`config.mk`:
```
export PLATFORM = sky130hd
export DESIGN_NAME = riscv_instr_encoder_flat
export DESIGN_NICKNAME = d
export VERILOG_FILES = /design/src/rtl/riscv_instr_encoder_pkg.sv /design/src/rtl/riscv_instr_encoder_if.sv /design/src/rtl/riscv_instr_pack.sv /design/src/rtl/riscv_instr_encoder.sv /design/src/flat_wrapper.sv
export SDC_FILE = /design/constraint.sdc
export NUM_CORES = 1
export LEC_CHECK = 0
export CAP_MARGIN = 20
export CORE_UTILIZATION = 46
export CTS_BUF_LIST = sky130_fd_sc_hd__clkbuf_8
export CTS_CLUSTER_SIZE = 14
export DETAILED_ROUTE_END_ITERATION = 12
export PLACE_DENSITY_LB_ADDON = 0.08
export RECOVER_POWER = 25
export REMOVE_ABC_BUFFERS = 1
export SYNTH_ARGS = -nofsm -noshare
export SYNTH_HDL_FRONTEND = slang
export SYNTH_SLANG_ARGS = --single-unit
```
`constraint.sdc`:
```
create_clock -name clk -period 2.4 [get_ports clk]
set_input_delay 0.48 -clock clk [delete_from_list [all_inputs] [get_ports clk]]
set_output_delay 0.48 -clock clk [all_outputs]
set_load 0.02 [all_outputs]
```
`src/rtl/riscv_instr_encoder_pkg.sv`:
```
// Shared types and constants for the RV32I instruction encoder.
//   instr_fmt_t : descriptor format code (R/I/S/B/U/J; 6 and 7 are illegal)
//   OPC_*       : RV32I major opcodes
//   enc_state_t : encoder FSM state
package riscv_instr_encoder_pkg;

  typedef enum logic [2:0] {
    FMT_R = 3'd0,
    FMT_I = 3'd1,
    FMT_S = 3'd2,
    FMT_B = 3'd3,
    FMT_U = 3'd4,
    FMT_J = 3'd5
  } instr_fmt_t;

  localparam logic [6:0] OPC_OP     = 7'b0110011;
  localparam logic [6:0] OPC_OPIMM  = 7'b0010011;
  localparam logic [6:0] OPC_LOAD   = 7'b0000011;
  localparam logic [6:0] OPC_STORE  = 7'b0100011;
  localparam logic [6:0] OPC_BRANCH = 7'b1100011;
  localparam logic [6:0] OPC_LUI    = 7'b0110111;
  localparam logic [6:0] OPC_AUIPC  = 7'b0010111;
  localparam logic [6:0] OPC_JAL    = 7'b1101111;
  localparam logic [6:0] OPC_JALR   = 7'b1100111;

  typedef enum logic [1:0] {
    ST_IDLE = 2'd0,
    ST_LOAD = 2'd1,
    ST_ERR  = 2'd2
  } enc_state_t;

endpackage

```
`src/rtl/riscv_instr_encoder_if.sv`:
```
// Descriptor request channel and IMEM write port of the instruction encoder.
//   req_*  : valid/ready descriptor stream into the encoder
//   imem_* : registered IMEM write port out of the encoder
// master = program source / IMEM side, slave = encoder.
interface riscv_instr_encoder_if #(
  parameter int IMEM_AW = 8
);
  logic               req_valid_i;
  logic               req_ready_o;
  logic [2:0]         req_fmt_i;
  logic [6:0]         req_opcode_i;
  logic [2:0]         req_funct3_i;
  logic [6:0]         req_funct7_i;
  logic [4:0]         req_rd_i;
  logic [4:0]         req_rs1_i;
  logic [4:0]         req_rs2_i;
  logic [31:0]        req_imm_i;
  logic               req_last_i;
  logic               imem_wr_en_o;
  logic [IMEM_AW-1:0] imem_addr_o;
  logic [31:0]        imem_wdata_o;

  modport master (
    output req_valid_i, req_fmt_i, req_opcode_i, req_funct3_i, req_funct7_i,
           req_rd_i, req_rs1_i, req_rs2_i, req_imm_i, req_last_i,
    input  req_ready_o, imem_wr_en_o, imem_addr_o, imem_wdata_o
  );

  modport slave (
    input  req_valid_i, req_fmt_i, req_opcode_i, req_funct3_i, req_funct7_i,
           req_rd_i, req_rs1_i, req_rs2_i, req_imm_i, req_last_i,
    output req_ready_o, imem_wr_en_o, imem_addr_o, imem_wdata_o
  );
endinterface

```
`src/rtl/riscv_instr_pack.sv`:
```
// Combinational RV32I instruction packer.
//   i_fmt             : format code (instr_fmt_t encoding)
//   i_opcode..i_imm   : descriptor fields; fields unused by a format are ignored
//   o_word            : packed 32-bit instruction (0 when the format is illegal)
//   o_legal           : 1 when i_fmt is one of R/I/S/B/U/J
module riscv_instr_pack
  import riscv_instr_encoder_pkg::*;
(
  input  logic [2:0]  i_fmt,
  input  logic [6:0]  i_opcode,
  input  logic [2:0]  i_funct3,
  input  logic [6:0]  i_funct7,
  input  logic [4:0]  i_rd,
  input  logic [4:0]  i_rs1,
  input  logic [4:0]  i_rs2,
  input  logic [31:0] i_imm,
  output logic [31:0] o_word,
  output logic        o_legal
);

  // SLLI/SRLI/SRAI carry funct7 in the upper bits and a 5-bit shamt.
  logic w_is_shift;
  assign w_is_shift = (i_opcode == OPC_OPIMM) &&
                      ((i_funct3 == 3'b001) || (i_funct3 == 3'b101));

  always_comb begin
    o_word  = '0;
    o_legal = 1'b1;
    case (i_fmt)
      FMT_R: o_word = {i_funct7, i_rs2, i_rs1, i_funct3, i_rd, i_opcode};
      FMT_I: begin
        if (w_is_shift)
          o_word = {i_funct7, i_imm[4:0], i_rs1, i_funct3, i_rd, i_opcode};
        else
          o_word = {i_imm[11:0], i_rs1, i_funct3, i_rd, i_opcode};
      end
      FMT_S: o_word = {i_imm[11:5], i_rs2, i_rs1, i_funct3, i_imm[4:0], i_opcode};
      FMT_B: o_word = {i_imm[12], i_imm[10:5], i_rs2, i_rs1, i_funct3,
                       i_imm[4:1], i_imm[11], i_opcode};
      FMT_U: o_word = {i_imm[31:12], i_rd, i_opcode};
      FMT_J: o_word = {i_imm[20], i_imm[10:1], i_imm[11], i_imm[19:12],
                       i_rd, i_opcode};
      default: o_legal = 1'b0;
    endcase
  end

endmodule

```
`src/rtl/riscv_instr_encoder.sv`:
```
// Program loader: packs descriptors into RV32I words and writes them to
// consecutive IMEM word addresses starting at BASE_ADDR.
//   clk, reset : clock, synchronous active-high reset
//   start_i    : begin a load session (honoured in IDLE or ERR)
//   bus        : descriptor stream in, registered IMEM write port out
//   busy_o     : high while loading
//   done_o     : pulses with the write of the last word
//   err_o      : sticky overflow / illegal-format flag, cleared by start_i
//
// state   | meaning
// IDLE    | waiting for start_i, not accepting descriptors
// LOAD    | accepting one descriptor per cycle
// ERR     | overflow or illegal format seen; waiting for start_i or reset
module riscv_instr_encoder
  import riscv_instr_encoder_pkg::*;
#(
  parameter int IMEM_AW   = 8,
  parameter int BASE_ADDR = 0
)(
  input  logic                  clk,
  input  logic                  reset,
  input  logic                  start_i,
  riscv_instr_encoder_if.slave  bus,
  output logic                  busy_o,
  output logic                  done_o,
  output logic                  err_o
);

  localparam logic [IMEM_AW-1:0] C_BASE = IMEM_AW'(BASE_ADDR);
  localparam logic [IMEM_AW-1:0] C_TOP  = {IMEM_AW{1'b1}};

  enc_state_t         r_state, w_next;
  logic [IMEM_AW-1:0] r_cnt;
  logic [IMEM_AW-1:0] r_addr;
  logic [31:0]        r_wdata;
  logic               r_wr_en, r_done, r_err;

  logic [31:0] w_word;
  logic        w_legal, w_ready, w_accept, w_write;

  riscv_instr_pack u_pack (
    .i_fmt    (bus.req_fmt_i),
    .i_opcode (bus.req_opcode_i),
    .i_funct3 (bus.req_funct3_i),
    .i_funct7 (bus.req_funct7_i),
    .i_rd     (bus.req_rd_i),
    .i_rs1    (bus.req_rs1_i),
    .i_rs2    (bus.req_rs2_i),
    .i_imm    (bus.req_imm_i),
    .o_word   (w_word),
    .o_legal  (w_legal)
  );

  assign w_ready  = (r_state == ST_LOAD);
  assign w_accept = w_ready && bus.req_valid_i;
  assign w_write  = w_accept && w_legal;

  always_comb begin
    w_next = r_state;
    case (r_state)
      ST_IDLE: if (start_i) w_next = ST_LOAD;
      ST_LOAD: begin
        if (w_accept) begin
          if (!w_legal)              w_next = ST_ERR;
          else if (bus.req_last_i)   w_next = ST_IDLE;
          else if (r_cnt == C_TOP)   w_next = ST_ERR;  // no room for the next word
        end
      end
      ST_ERR:  if (start_i) w_next = ST_LOAD;
      default: w_next = ST_IDLE;
    endcase
  end

  always_ff @(posedge clk) begin
    if (reset) begin
      r_state <= ST_IDLE;
      r_cnt   <= C_BASE;
      r_addr  <= C_BASE;
      r_wdata <= '0;
      r_wr_en <= 1'b0;
      r_done  <= 1'b0;
      r_err   <= 1'b0;
    end else begin
      r_state <= w_next;
      r_wr_en <= w_write;
      r_done  <= w_write && bus.req_last_i;
      r_err   <= (w_next == ST_ERR);
      if (r_state != ST_LOAD && start_i)
        r_cnt <= C_BASE;
      if (w_write) begin
        r_addr  <= r_cnt;
        r_wdata <= w_word;
        r_cnt   <= r_cnt + 1'b1;
      end
    end
  end

  assign bus.req_ready_o  = w_ready;
  assign bus.imem_wr_en_o = r_wr_en;
  assign bus.imem_addr_o  = r_addr;
  assign bus.imem_wdata_o = r_wdata;
  assign busy_o           = (r_state == ST_LOAD);
  assign done_o           = r_done;
  assign err_o            = r_err;

endmodule
```
`src/flat_wrapper.sv`:
```
// flat-port wrapper written by rule: the top's interface ports become plain ports
module riscv_instr_encoder_flat import riscv_instr_encoder_pkg::*;
#(
  parameter int IMEM_AW   = 8,
  parameter int BASE_ADDR = 0
)
  (clk, reset, start_i, busy_o, done_o, err_o, bus_req_valid_i, bus_req_fmt_i, bus_req_opcode_i, bus_req_funct3_i, bus_req_funct7_i, bus_req_rd_i, bus_req_rs1_i, bus_req_rs2_i, bus_req_imm_i, bus_req_last_i, bus_req_ready_o, bus_imem_wr_en_o, bus_imem_addr_o, bus_imem_wdata_o);
  riscv_instr_encoder_if #(.IMEM_AW(IMEM_AW)) bus_i ();
  input  logic clk;
  input  logic reset;
  input  logic start_i;
  output logic busy_o;
  output logic done_o;
  output logic err_o;
  input wire logic [$bits(bus_i.req_valid_i)-1:0] bus_req_valid_i;
  input wire logic [$bits(bus_i.req_fmt_i)-1:0] bus_req_fmt_i;
  input wire logic [$bits(bus_i.req_opcode_i)-1:0] bus_req_opcode_i;
  input wire logic [$bits(bus_i.req_funct3_i)-1:0] bus_req_funct3_i;
  input wire logic [$bits(bus_i.req_funct7_i)-1:0] bus_req_funct7_i;
  input wire logic [$bits(bus_i.req_rd_i)-1:0] bus_req_rd_i;
  input wire logic [$bits(bus_i.req_rs1_i)-1:0] bus_req_rs1_i;
  input wire logic [$bits(bus_i.req_rs2_i)-1:0] bus_req_rs2_i;
  input wire logic [$bits(bus_i.req_imm_i)-1:0] bus_req_imm_i;
  input wire logic [$bits(bus_i.req_last_i)-1:0] bus_req_last_i;
  output wire logic [$bits(bus_i.req_ready_o)-1:0] bus_req_ready_o;
  output wire logic [$bits(bus_i.imem_wr_en_o)-1:0] bus_imem_wr_en_o;
  output wire logic [$bits(bus_i.imem_addr_o)-1:0] bus_imem_addr_o;
  output wire logic [$bits(bus_i.imem_wdata_o)-1:0] bus_imem_wdata_o;
  assign bus_i.req_valid_i = bus_req_valid_i;
  assign bus_i.req_fmt_i = bus_req_fmt_i;
  assign bus_i.req_opcode_i = bus_req_opcode_i;
  assign bus_i.req_funct3_i = bus_req_funct3_i;
  assign bus_i.req_funct7_i = bus_req_funct7_i;
  assign bus_i.req_rd_i = bus_req_rd_i;
  assign bus_i.req_rs1_i = bus_req_rs1_i;
  assign bus_i.req_rs2_i = bus_req_rs2_i;
  assign bus_i.req_imm_i = bus_req_imm_i;
  assign bus_i.req_last_i = bus_req_last_i;
  assign bus_req_ready_o = bus_i.req_ready_o;
  assign bus_imem_wr_en_o = bus_i.imem_wr_en_o;
  assign bus_imem_addr_o = bus_i.imem_addr_o;
  assign bus_imem_wdata_o = bus_i.imem_wdata_o;
  riscv_instr_encoder #(.IMEM_AW(IMEM_AW), .BASE_ADDR(BASE_ADDR)) u_core (.clk(clk), .reset(reset), .start_i(start_i), .bus(bus_i), .busy_o(busy_o), .done_o(done_o), .err_o(err_o));
endmodule
```
==> qor.yml, run 1 <==
finish:
  final_area_mm2: 0.00380
  drive_gt1_frac: 0.0782
  fin_nets: 481
  area_growth_syn_to_layout_pct: 51.6
  diodes: 0
  nFillCells: 407
cts:
  root_buffer: "clkbuf_8"
  clkLatencyLatePin_ps: 310
  htreeDepth: 2
  ctsLongestPathBuffers: 2
  cts_tree: "done"
  cts-hold-fix-buffers: 0
  path_clk_slew_ps: 100
  cts_buffers: 5
  cts_setup_buffers: 0
  cts_resized: 0
  cts_sinks: 53
drt:
  wl_mm: 7.24
  vias: 2689
  wl_per_cell_um: 15.1
  vias_per_cell: 5.61
  drc: 0
  firstDrtPassIters: 4
  drt_iter0_markers: 156
  antenna_left: 0
setup_path:
  crit_type: "reg2out"
  critPathLaunchType: "register"
  path_cells: "and2b_2 -> clkdlybuf4s50_1"
  rr_startpoint: "u_core.r_state[0]"
  r2r_end: "u_core.bus.imem_wdata_o[27]"
  slowest_stage: "clkdlybuf4s50_1"
  crit_path_end_kind: "primary output"
  crit_fanout: 7
  required_ps: 1920
  slowest_delay_ps: 630
  crit_arrival_ps: 1610
  ff2ff_path_depth: 5
  rrSetupSlack_ps: 510
logic_synthesis:
  synth_cell_types: 45
  synth_edf_count: 0
  postSynthAreaPerCell_um2: 8.41
  yosysWarnings: 0
  ys_async_sr_fraction: 0
  synth-seq-cells: 53
  seq_area_frac_synth: 0.423
  synth_area_mm2: 0.00251
  syn_inst: 298
  synthFlopType: "dfxtp_1"
power:
  clkPwrFrac: 0.270
  p_per_area_mw_per_mm2: 487
  pwr-share-comb: 0.227
  power_leakage_nw: 1.38
  swShare: 0.278
  pwr-share-seq: 0.503
  power.switching_w: 0.000513
  irDropWorstVdd_v: 0.000285
  intPower_w: 0.00134
grt:
  antenna_found_initial: 0
  grt_pass1_vias: 2352
  grt_usage: 0.249
  grt_max_degree: 36
  grt-ovfl-total: 0
  grt_pass1_wl_mm: 10.9
floorplan:
  io_pins: 117
  start_util: 0.485
  fp.dieH_um: 75.8
  die_area_mm2: 0.00575
  fp-row-count: 26
  coreArea_mm2: 0.00517
  die_width_um: 75.8
status:
  outcome: "complete, no violations"
sta:
  relSlewSlack: 0.643
  finalClockSkew_ps: 4.39
  final.setup.tns_ps: 0
  slew_viol_final: 0
  timing.fmax_mhz: 479
  worst_slew_pin_slew_ps: 533
  setup_viol: 0
  fin_crit_ps: 2090
  fin_crit_sh: 0.870
  hold_violations: 0
  rsz0062_at_grt: "no"
hold_path:
  whs_endpoint: "u_core.bus.imem_addr_o[6]"
  hold_path.class: "reg2reg"
  hp-start: "u_core.bus.imem_addr_o[6]"
  hold_depth: 2
job:
  cap_violations: 0
placed_design:
  dpl-instance-area_mm2: 0.00372
  dpl.hpwl_mm: 5.21
  port_buffers: 116
  place_congestion: 0.911
worst max path at each step:
| stage | start | endpoint | slack [ps] | cells after the start |
|---|---|---|---|---|
| 2_1_floorplan | u_core.r_state[1] | u_core.r_cnt[6] | 430 | 4 |
| 3_3_place_gp | bus_req_fmt_i[2] | u_core.bus.imem_wdata_o[27] | 180 | 6 |
| 3_5_place_dp | bus_req_fmt_i[2] | u_core.bus.imem_wdata_o[27] | 110 | 6 |
| 4_1_cts | u_core.r_state[0] | bus_req_ready_o | 300 | 2 |
| 5_1_grt | bus_req_fmt_i[2] | u_core.bus.imem_wdata_o[31] | 210 | 6 |
| 6_report | u_core.r_state[0] | bus_req_ready_o | 310 | 2 |
cells in the final DEF (no fill, tap or decap), drive strengths merged, types with 2 or more instances in the layout:
master / netlist / layout
a32o: 2 / 2
nand4: 2 / 2
or4: 2 / 2
dlygate4sd3: 0 / 17
clkdlybuf4s50: 0 / 98
o21ai: 5 / 5
buf: 15 / 12
a21oi: 23 / 23
nand3: 10 / 10
a31oi: 2 / 2
nand2: 38 / 38
a221oi: 20 / 20
nor2: 38 / 38
inv: 5 / 6
and4: 2 / 2
clkbuf: 9 / 5
and2: 2 / 2
a22o: 4 / 4
a211oi: 15 / 15
dfxtp: 53 / 53
a22oi: 5 / 5
mux2: 9 / 9
clkinv: 1 / 3
mux2i: 3 / 3
nor3: 17 / 17
registers in the layout, indices dropped and copies added, names as in the netlist:
name	count
u_core.r_cnt	8
u_core.r_state	2
u_core.bus.imem_addr_o	8
u_core.bus.imem_wr_en_o	1
u_core.bus.imem_wdata_o	32
u_core.done_o	1
u_core.err_o	1
layout make-up:
class / count / area, um2 / area share
Timing Repair Buffer: 127 / 1250 / 0.329
Tap cell: 70 / 87.6 / 0.0231
Inverter: 6 / 22.5 / 0.00593
Clock buffer: 5 / 68.8 / 0.0181
Multi-Input combinational cell: 215 / 1290 / 0.341
Sequential cell: 53 / 1060 / 0.279
Clock inverter: 3 / 13.8 / 0.00362
logic make-up after synthesis:
kind of cell	synth area share
buf+inv	0.0584
simple gates	0.221
compound gates	0.240
flops	0.423
mux	0.0524
fa+ha+maj	0.00499
metal layers:
metal / global-route usage / part of all wire
met5: 0 / 0
met3: 0.0529 / 0.080
met1: 0.322 / 0.45
met2: 0.413 / 0.46
met4: 0.0802 / 0.016
cell usage after synthesis (2+ instances only):
| master | count | share of area |
|---|---|---|
| nor2_1 | 37 | 0.055 |
| a22oi_1 | 5 | 0.015 |
| a22o_1 | 4 | 0.014 |
| dfxtp_1 | 53 | 0.42 |
| buf_2 | 9 | 0.018 |
| mux2_2 | 8 | 0.036 |
| o21ai_0 | 5 | 0.010 |
| a211oi_1 | 15 | 0.045 |
| nand4_1 | 2 | 0.0050 |
| nor3_1 | 17 | 0.034 |
| nand3_1 | 9 | 0.018 |
| and2_1 | 2 | 0.0050 |
| nand2_1 | 38 | 0.057 |
| a21oi_1 | 23 | 0.046 |
| or4_1 | 2 | 0.0060 |
| a32o_1 | 2 | 0.0080 |
| buf_4 | 4 | 0.012 |
| mux2i_1 | 3 | 0.012 |
| and4_1 | 2 | 0.0070 |
| inv_1 | 5 | 0.0075 |
| a31oi_1 | 2 | 0.0050 |
| a221oi_1 | 20 | 0.070 |
| clkbuf_1 | 9 | 0.013 |
stage by stage:
stage / setup slack (ps) / util / hold WS [ps] / power, W / cells
2_1_floorplan: 426 / - / 446 / 0.00112 / 274
3_3_place_gp: 176 / 0.719 / 442 / 0.00137 / 471
3_5_place_dp: 106 / 0.719 / 446 / 0.00137 / 471
4_1_cts: 303 / 0.735 / 460 / 0.00186 / 479
5_1_grt: 209 / 0.734 / 482 / 0.00193 / 479
6_report: 312 / 0.734 / 455 / 0.00185 / 479
worst max-delay path, delay by kind of cell, from the launching register on:
family | cells | cell delay, ps
buf+inv | 1 | 630
flops | 1 | 420
simple gates | 1 | 250
power by group through the flow:
stage	sequential [W]	clock [W]	combinational (W)
floorplan	0.000986	0	0.000130
finish	0.000930	0.000500	0.000421
CTS	0.000930	0.000504	0.000425
global route	0.000935	0.000541	0.000454
global placement	0.000950	0	0.000418
detailed placement	0.000950	0	0.000422
No activity file was read; power rests on OpenSTA's default activity.
==> run 2, diff against run 1 <==
--- a/config.mk
+++ b/config.mk
@@ -10,7 +10,7 @@
 export CTS_BUF_LIST = sky130_fd_sc_hd__clkbuf_8
 export CTS_CLUSTER_SIZE = 14
 export DETAILED_ROUTE_END_ITERATION = 12
-export PLACE_DENSITY_LB_ADDON = 0.08
+export PLACE_DENSITY = 0.88
 export RECOVER_POWER = 25
 export REMOVE_ABC_BUFFERS = 1
 export SYNTH_ARGS = -nofsm -noshare
==> run 2 against run 1 <==
Against the previous run: clock power increased by 1%; wire length increased by 7.0%; first-iteration DRC count decreased by 14%; non-clock buffer count increased by 1.
==> qor.yml, run 2 (synthesis gave the netlist of run 1 again) <==
sta:
  setup_viol: 0  # unchanged
  finalClockSkew_ps: 8.90  # +4.52 ps
  fin_crit_sh: 0.865  # -0.00503
  worst_slew_pin_slew_ps: 657  # +124 ps
  final.setup.tns_ps: 0  # unchanged
  hold_violations: 0  # unchanged
  timing.fmax_mhz: 482  # +0.58%
  slew_viol_final: 0  # unchanged
  fin_hold_ws_ps: 454  # -1.25 ps
  relSlewSlack: 0.562  # -0.0814
  fin_crit_ps: 2080  # -12.1 ps
  rsz0062_at_grt: "no"
power:
  power_leakage_nw: 1.37  # -0.62%
  p_per_area_mw_per_mm2: 488  # +0.26%
  p_total_w: 0.00186  # +0.69%
  intPower_w: 0.00135  # +0.75%
  irDropWorstVdd_v: 0.000368  # +29%
  pwr-share-comb: 0.229  # +0.002
  power.switching_w: 0.000516  # +0.54%
  clkPwrFrac: 0.272  # +0.002
  swShare: 0.277  # -0.000429
  pwr-share-seq: 0.499  # -0.004
floorplan:
  fp.dieH_um: 75.8  # unchanged
  start_util: 0.485  # unchanged
  coreArea_mm2: 0.00517  # unchanged
  die_width_um: 75.8  # unchanged
  die_area_mm2: 0.00575  # unchanged
  fp-row-count: 26  # unchanged
  io_pins: 117  # unchanged
drt:
  drc: 0  # unchanged
  wl_per_cell_um: 16.1  # +6.8%
  wl_mm: 7.75  # +7.0%
  vias: 2671  # -0.67%
  antenna_left: 0  # unchanged
  vias_per_cell: 5.56  # -0.88%
  firstDrtPassIters: 4  # unchanged
  drt_iter0_markers: 134  # -14%
finish:
  fin_nets: 482  # +0.21%
  largest_register_ffs: 32  # unchanged
  area_growth_syn_to_layout_pct: 52.2
  diodes: 0  # unchanged
  final_cell_mix: "101 x clkdlybuf4s50_1, 53 x dfxtp_1, 38 x nand2_1"
  layout_commonest_cell: "clkdlybuf4s50_1"
  drive_gt1_frac: 0.0829  # +0.00469
  nFillCells: 355  # -13%
setup_path:
  slowest_delay_ps: 620  # about the same
  crit_arrival_ps: 1600  # about the same
  crit_fanout: 7  # unchanged
  crit_path_end_kind: "primary output"
  critPathLaunchType: "register"
  ff2ff_path_depth: 5  # unchanged
  path_cells: "and2b_2 -> clkdlybuf4s50_1"
  crit_type: "reg2out"
  required_ps: 1920  # about the same
  slowest_stage: "clkdlybuf4s50_1"
hold_path:
  hold_path.class: "reg2reg"
  hold_depth: 2  # unchanged
grt:
  grt_pass1_wl_mm: 11.8  # +8.0%
  grt-ovfl-total: 0  # unchanged
  grt_usage: 0.274  # +0.0253
  grt_pass1_vias: 2478  # +5.4%
  antenna_found_initial: 0  # unchanged
  grt_max_degree: 35  # -2.8%
cts:
  htreeDepth: 2  # unchanged
  path_clk_slew_ps: 90  # about the same
  root_buffer: "clkbuf_8"
  cts_tree: "done"
  clkLatencyLatePin_ps: 310  # about the same
  cts_buffers: 5  # unchanged
  ctsLongestPathBuffers: 2  # unchanged
  cts-hold-fix-buffers: 0  # unchanged
  cts_sinks: 53  # unchanged
  cts_setup_buffers: 0  # unchanged
  cts_resized: 0  # unchanged
placed_design:
  place_congestion: 0.831  # -8.8%
  port_buffers: 116  # unchanged
  dpl.hpwl_mm: 5.76  # +10%
job:
  cap_violations: 0  # unchanged
status:
  outcome: "complete, no violations"
-- run 2: cell types whose count changed in the layout (fill, tap and decap cells not counted), sizes merged --
| cell | delta |
|---|---|
| clkdlybuf4s50 | +3 |
| inv | -1 |
| clkinv | +1 |
| dlygate4sd3 | -3 |
| buf | +1 |
-- run 2: area by class of cell --
class	count	area, um2	share of cell area
Tap cell	70	87.6	0.0230
Timing Repair Buffer	128	1260	0.330
Clock buffer	5	68.8	0.0180
Inverter	6	22.5	0.00590
Multi-Input combinational cell	215	1290	0.339
Sequential cell	53	1060	0.278
Clock inverter	3	22.5	0.00590
-- run 2: metal layers --
layer / global-route usage / routed length (um) / vias to the layer above / share of wire
li1: - / - / 1325 / -
met1: 0.329 / 3220 / 1223 / 0.41
met2: 0.481 / 3830 / 113 / 0.49
met3: 0.0688 / 606 / 10 / 0.078
met4: 0.0844 / 97 / 0 / 0.013
met5: 0 / 0 / - / 0
-- run 2: path summary, 6_finish.rpt --
path,start,slack (ps),to
max,u_core.r_state[0],320,busy_o
min,u_core.bus.imem_addr_o[6],450,u_core.bus.imem_addr_o[6]
max reg2reg,u_core.r_state[0],740,u_core.bus.imem_wdata_o[29]
min reg2reg,u_core.bus.imem_addr_o[6],450,u_core.bus.imem_addr_o[6]
-- run 2: critical path, delay by kind of cell, from the launching register on --
kind | cells | cell delay (ps)
buf+inv | 1 | 620
flops | 1 | 420
simple gates | 1 | 250
-- run 2: power groups by stage --
stage          sequential (W)  clock (W)  combinational, W
2_1_floorplan        0.000986          0          0.000130
3_3_place_gp         0.000950          0          0.000418
3_5_place_dp         0.000951          0          0.000425
4_1_cts              0.000930   0.000524          0.000429
5_1_grt              0.000934   0.000569          0.000457
6_report             0.000930   0.000507          0.000426
-- run 2: stage by stage --
step / setup WS (ps) / cells / utilization / area, um2
5_1_grt: 225 / 480 / 0.738 / 3810
3_5_place_dp: 187 / 472 / 0.721 / 3730
2_1_floorplan: 426 / 274 / - / 2380
3_3_place_gp: 229 / 472 / 0.721 / 3730
6_report: 324 / 480 / 0.738 / 3810
4_1_cts: 313 / 480 / 0.739 / 3820
